File: src/rtl/sw_seq_ctrl_pkg.sv
// rtl/sw_seq_ctrl_pkg.sv - shared Smith-Waterman constants and sequencer state encoding
package sw_seq_ctrl_pkg;

    // Systolic array geometry and field widths
    localparam int SW_PE_N  = 64;
    localparam int SW_SYM_W = 2;
    localparam int SW_LEN_W = 16;
    localparam int SW_RES_W = 16;

    // Sequencer states
    localparam logic [2:0] ST_IDLE   = 3'd0;
    localparam logic [2:0] ST_LOAD_T = 3'd1;
    localparam logic [2:0] ST_START  = 3'd2;
    localparam logic [2:0] ST_RUN    = 3'd3;
    localparam logic [2:0] ST_DONE   = 3'd4;

endpackage

File: src/rtl/sw_seq_ctrl.sv
// rtl/sw_seq_ctrl.sv - job sequencer: loads T into the datapath, streams S chunks, captures the score
module sw_seq_ctrl
    import sw_seq_ctrl_pkg::*;
#(
    parameter int PE_N  = SW_PE_N,
    parameter int SYM_W = SW_SYM_W,
    parameter int S_AW  = 8,
    parameter int T_AW  = 10,
    parameter int T_DW  = 18,
    parameter int LEN_W = SW_LEN_W,
    parameter int RES_W = SW_RES_W
) (
    input  logic                     clk,
    input  logic                     rst,
    input  logic                     job_start,
    input  logic [LEN_W-1:0]         job_s_len,
    input  logic [T_AW:0]            job_t_words,
    output logic                     job_busy,
    output logic                     job_done,
    output logic                     job_err,
    output logic [RES_W-1:0]         job_score,
    output logic [T_AW-1:0]          t_rd_addr,
    input  logic [T_DW-1:0]          t_rd_data,
    output logic                     s_rd_en,
    output logic [S_AW-1:0]          s_rd_addr,
    input  logic [PE_N*SYM_W-1:0]    s_rd_data,
    output logic                     dp_set_t,
    output logic [T_DW-1:0]          dp_t,
    output logic                     dp_start_cal,
    input  logic                     dp_busy,
    input  logic                     dp_req_s,
    output logic [PE_N*SYM_W-1:0]    dp_s,
    output logic [$clog2(PE_N):0]    dp_s_valid,
    input  logic [RES_W-1:0]         dp_result,
    input  logic                     dp_res_valid
);

    localparam int VW = $clog2(PE_N) + 1;

    logic [2:0]       state_q, state_d;
    logic [LEN_W-1:0] s_len_q, s_len_d;
    logic [T_AW:0]    t_words_q, t_words_d;
    logic [T_AW:0]    t_cnt_q, t_cnt_d;
    logic             t_vld_q, t_vld_d;
    logic [LEN_W-1:0] rem_q, rem_d;
    logic [S_AW-1:0]  ptr_q, ptr_d;
    logic             infl_q, infl_d;
    logic [RES_W-1:0] score_q, score_d;
    logic             err_q, err_d;
    logic             done_first_q, done_first_d;

    logic             issue;
    logic [VW-1:0]    chunk_n;

    // Symbols carried by the chunk currently presented: a full word or the tail of S
    assign chunk_n = (rem_q > LEN_W'(PE_N)) ? VW'(PE_N) : VW'(rem_q);

    // A new S read goes out only when the datapath asks, nothing is pending and no score is arriving
    assign issue = (state_q == ST_RUN) && dp_req_s && !infl_q && !dp_res_valid;

    // Next-state logic for the job FSM, the T loader and the S streamer
    always_comb begin
        state_d      = state_q;
        s_len_d      = s_len_q;
        t_words_d    = t_words_q;
        t_cnt_d      = t_cnt_q;
        t_vld_d      = 1'b0;
        rem_d        = rem_q;
        ptr_d        = ptr_q;
        infl_d       = issue;
        score_d      = score_q;
        err_d        = 1'b0;
        done_first_d = 1'b0;

        // Chunk presented this cycle: advance through S, wrapping to its start for the next T pass
        if (infl_q) begin
            if (rem_q > LEN_W'(PE_N)) begin
                rem_d = rem_q - LEN_W'(PE_N);
                ptr_d = ptr_q + 1'b1;
            end else begin
                rem_d = s_len_q;
                ptr_d = '0;
            end
        end

        case (state_q)
            ST_IDLE: begin
                if (job_start) begin
                    if ((job_s_len != '0) && (job_t_words != '0)) begin
                        s_len_d   = job_s_len;
                        t_words_d = job_t_words;
                        rem_d     = job_s_len;
                        ptr_d     = '0;
                        t_cnt_d   = '0;
                        state_d   = ST_LOAD_T;
                    end else begin
                        err_d = 1'b1;
                    end
                end
            end
            ST_LOAD_T: begin
                if (t_cnt_q < t_words_q) begin
                    t_cnt_d = t_cnt_q + 1'b1;
                    t_vld_d = 1'b1;
                end
                if (t_vld_q && (t_cnt_q == t_words_q)) begin
                    state_d = ST_START;
                end
            end
            ST_START: begin
                state_d = ST_RUN;
            end
            ST_RUN: begin
                if (dp_res_valid) begin
                    score_d      = dp_result;
                    done_first_d = 1'b1;
                    state_d      = ST_DONE;
                end
            end
            ST_DONE: begin
                if (!dp_busy) begin
                    state_d = ST_IDLE;
                end
            end
            default: begin
                state_d = ST_IDLE;
            end
        endcase
    end

    // State registers; reset abandons any job and drops a pending chunk
    always_ff @(posedge clk) begin
        if (rst) begin
            state_q      <= ST_IDLE;
            s_len_q      <= '0;
            t_words_q    <= '0;
            t_cnt_q      <= '0;
            t_vld_q      <= 1'b0;
            rem_q        <= '0;
            ptr_q        <= '0;
            infl_q       <= 1'b0;
            score_q      <= '0;
            err_q        <= 1'b0;
            done_first_q <= 1'b0;
        end else begin
            state_q      <= state_d;
            s_len_q      <= s_len_d;
            t_words_q    <= t_words_d;
            t_cnt_q      <= t_cnt_d;
            t_vld_q      <= t_vld_d;
            rem_q        <= rem_d;
            ptr_q        <= ptr_d;
            infl_q       <= infl_d;
            score_q      <= score_d;
            err_q        <= err_d;
            done_first_q <= done_first_d;
        end
    end

    assign job_busy     = (state_q != ST_IDLE);
    assign job_done     = (state_q == ST_DONE) && done_first_q;
    assign job_err      = err_q;
    assign job_score    = score_q;

    assign t_rd_addr    = t_cnt_q[T_AW-1:0];
    assign dp_set_t     = (state_q == ST_LOAD_T) && (t_cnt_q == '0) && !t_vld_q;
    assign dp_t         = t_vld_q ? t_rd_data : '0;
    assign dp_start_cal = (state_q == ST_START);

    assign s_rd_en      = issue;
    assign s_rd_addr    = ptr_q;
    assign dp_s         = infl_q ? s_rd_data : '0;
    assign dp_s_valid   = infl_q ? chunk_n : '0;

endmodule

File: config.mk
export PLATFORM = sky130hd
export DESIGN_NAME = sw_seq_ctrl
export DESIGN_NICKNAME = d
export VERILOG_FILES = /design/src/rtl/sw_seq_ctrl_pkg.sv /design/src/rtl/sw_seq_ctrl.sv
export SDC_FILE = /design/constraint.sdc
export NUM_CORES = 1
export LEC_CHECK = 0
export ABC_AREA = 1
export CAP_MARGIN = 5
export CORE_AREA = 2 2 151 153
export DETAILED_ROUTE_END_ITERATION = 12
export DIE_AREA = 0 0 153 155
export GPL_TIMING_DRIVEN = 0
export PLACE_DENSITY = 0.72
export SLEW_MARGIN = 20
export SYNTH_ARGS = -nofsm -noshare
export SYNTH_HDL_FRONTEND = slang
export SYNTH_SLANG_ARGS = --single-unit
File: constraint.sdc
create_clock -name clk -period 1.4 [get_ports clk]
set_input_delay 0.21 -clock clk [delete_from_list [all_inputs] [get_ports clk]]
set_output_delay 0.21 -clock clk [all_outputs]
set_load 0.02 [all_outputs]
==> qor.yml <==
synthesis:
  ys_seq_area_share_pct: 31.1
  synth_area_mm2: 0.00548
  avgSynthCellArea_um2: 5.93
  ys_ff_latch: 85
  ys.flop_type: "dfxtp_1"
  synth-edff-count: 0
  netlist_instances: 924
  synth_fp_nets: 1135
  synth-async-reset-ratio_pct: 0
  ys_types: 34
  synth_warnings: 0
clock_network:
  cts_tree: "done"
  ctsHtreeMaxLevel: 3
  numCtsBuffers: 9
  clockBufferDepth: 2
  cts.sinks: 85
  root_buffer: "clkbuf_16"
  clock_latency_ns: 0.35
  path_clk_slew_ns: 0.07
route:
  drt_iter0_drc: 484
  wl_per_cell_um: 21.8
  first_pass_iters: 6
  postRouteAntennaNets: 0
  routed_via_density: 4.75
  drt_wl_total_um: 37500
  route.detailed.drc: 0
  vias: 8160
min_path:
  holdCritPathClass: "primary input to flop"
setup_path:
  arrival_ns: 1.69
  worstPathRequired_ns: 1.19
  worstSetupPathType: "flop to primary output"
  cp_max_fo: 5
  end_kind: "primary output"
  worst_setup_path_start_kind: "flop"
flow_run:
  maxCapViolations: 0
sta:
  fin_skew_ns: 0.0161
  fin_ws_ns: -0.501
  grt_setup_unrepaired: "yes"
  slew_headroom_pct: 49.7
  drv_slew: 0
  worst_pin_slew_ns: 0.755
  finalHoldViolCount: 0
  hold_slack_ns: 0.157
  timing.fmax_mhz: 526
  min_period_over_period_pct: 136
  setup_violations: 213
  fin_crit_ns: 1.90
placed_design:
  dp_hpwl_um: 26300
  portBuffers: 387
  place.gp.congestion: 0.935
floorplan:
  die_h_um: 155
  start_util_pct: 24.6
  die_w_um: 153
  num_io_pins: 388
  core_area_mm2: 0.0222
  rows: 55
  dieArea_mm2: 0.0237
pwr:
  p_leak_nw: 7.95
  powerDensity_mw_per_mm2: 806
  power_frac_comb_pct: 51.3
  netSwitchingFraction_pct: 38.6
  p_sw_w: 0.00427
  ir_worst_vdd_mv: 0.746
  pwr-share-seq_pct: 27.0
  intPower_w: 0.00678
  power_frac_clock_pct: 21.8
  total_power_w: 0.0111
finish:
  multi_input_area_mm2: 0.00438
  nNetsFinal: 1633
  seq_area_mm2: 0.00177
  syn2layout_area_growth_pct: 150
  drive_gt1_share_pct: 51.9
  num-fill-cells: 1777
global_route:
  grt_pass1_vias: 7604
  grt_usage_pct: 26.9
  antenna_found_initial: 8
  grt_max_degree: 16
  grt_first_pass_wirelength_um: 47600
  overflow: 0
status:
  violations: "negative setup slack"
  status: "finished, violations left"
metrics by stage:
stage	utilization (%)	TNS (ns)	cells	area (um^2)	worst slack, ns
2_1_floorplan	-	-0.0128	924	5700	-0.0123
3_3_place_gp	44.7	-171.18	1596	9930	-0.986
3_5_place_dp	44.7	-173.75	1596	9930	-1.01
4_1_cts	53.7	-72.43	1664	11900	-0.430
5_1_grt	61.7	-55.87	1718	13700	-0.557
6_report	61.7	-47.66	1719	13700	-0.501
cells in the mapped netlist, types with 5 or more instances:
| cell | n | area (um^2) |
|---|---|---|
| nand4_1 | 13 | 81.3 |
| buf_2 | 19 | 95.1 |
| xnor2_1 | 5 | 43.8 |
| nor2_1 | 66 | 248 |
| buf_4 | 11 | 82.6 |
| dfxtp_1 | 85 | 1700 |
| clkbuf_1 | 15 | 56.3 |
| nand3_1 | 57 | 285 |
| o21ai_0 | 41 | 205 |
| nand2_1 | 278 | 1040 |
| a21oi_1 | 51 | 255 |
| inv_2 | 5 | 18.8 |
| ha_1 | 16 | 200 |
| inv_1 | 220 | 826 |
| xor2_1 | 7 | 61.3 |
kinds of logic after synthesis:
family | share of synthesized area, %
buffers and inverters | 20.3
XOR/XNOR | 1.92
AND/OR/NAND/NOR | 33.5
flip-flops | 31.1
adder cells (fa/ha/maj) | 3.65
AO/OA/AOI/OAI | 9.59
cells in the final DEF, fill, tap and decap left out, types with 17 or more instances in the layout:
| cell type | netlist | layout |
|---|---|---|
| clkdlybuf4s50_1 | 0 | 172 |
| nand2_1 | 278 | 117 |
| inv_2 | 5 | 132 |
| dlymetal6s2s_1 | 0 | 57 |
| nand3_1 | 57 | 42 |
| inv_1 | 220 | 78 |
| buf_6 | 2 | 170 |
| a21oi_1 | 51 | 35 |
| clkbuf_16 | 0 | 20 |
| nand2_2 | 0 | 28 |
| nand2_4 | 0 | 124 |
| o21ai_0 | 41 | 17 |
| buf_12 | 0 | 23 |
| dfxtp_1 | 85 | 64 |
| buf_4 | 11 | 74 |
| nor2_1 | 66 | 45 |
critical path, cell delays in order, from the launching register on:
cell	delay, ns
dfxtp_4	0.35
nor2_4	0.16
nand3_4	0.12
nor2_4	0.18
nand3_4	0.13
buf_12	0.17
nor2_4	0.12
buf_6	0.12
layer usage:
metal  GRT usage, %  vias up  routed length [um]
met5              0        -                  30
met4           12.6        4                2420
met3           5.49      117                2260
met2           49.0      405               19000
met1           30.1     3868               13700
li1               -     3766                   -
cell type report:
type / count / area share (%)
buffer: 45 / 4.18
inverter: 225 / 6.56
multi-input combinational: 565 / 31.9
clock buffer: 11 / 1.84
timing repair buffer: 491 / 39.6
antenna: 7 / 0.128
clock inverter: 5 / 0.301
sequential: 85 / 12.9
tap: 285 / 2.60
power by group through the flow:
stage	logic (W)	registers, W	clock network, W
2_1_floorplan	0.00192	0.00296	0
3_3_place_gp	0.00329	0.00297	0
3_5_place_dp	0.00335	0.00298	0
4_1_cts	0.00380	0.00293	0.00240
5_1_grt	0.00597	0.00302	0.00256
6_report	0.00567	0.00298	0.00240
timing repair:
item | 4_1_cts | 5_1_grt
pin swaps | 9 | 56
setup endpoints to repair | 276 | 271
cloned | 17 | 9
setup buffers | 35 | 54
hold buffers | 0 | 0
gates resized for setup | 1170 | 588
sequential cells by signal, indices dropped and copies added (netlist names):
| register | cells |
|---|---|
| t_words_q | 11 |
| s_rd_addr | 8 |
| job_score | 16 |
| infl_q | 1 |
| t_cnt_q | 11 |
| state_q | 3 |
| s_len_q | 16 |
| done_first_q | 1 |
| job_err | 1 |
| rem_q | 16 |
| t_vld_q | 1 |
path summary, 6_finish.rpt:
check	startpoint	to	slack, ns	depth (start not counted)
worst max-delay path	rem_q[9]	dp_s_valid[2]	-0.50	7
worst min-delay path	job_s_len[2]	rem_q[2]	0.16	3
worst max register to register	rem_q[7]	rem_q[7]	-0.27	12
worst min register to register	job_score[7]	job_score[7]	0.44	2
(Power assumes the default switching activity.)
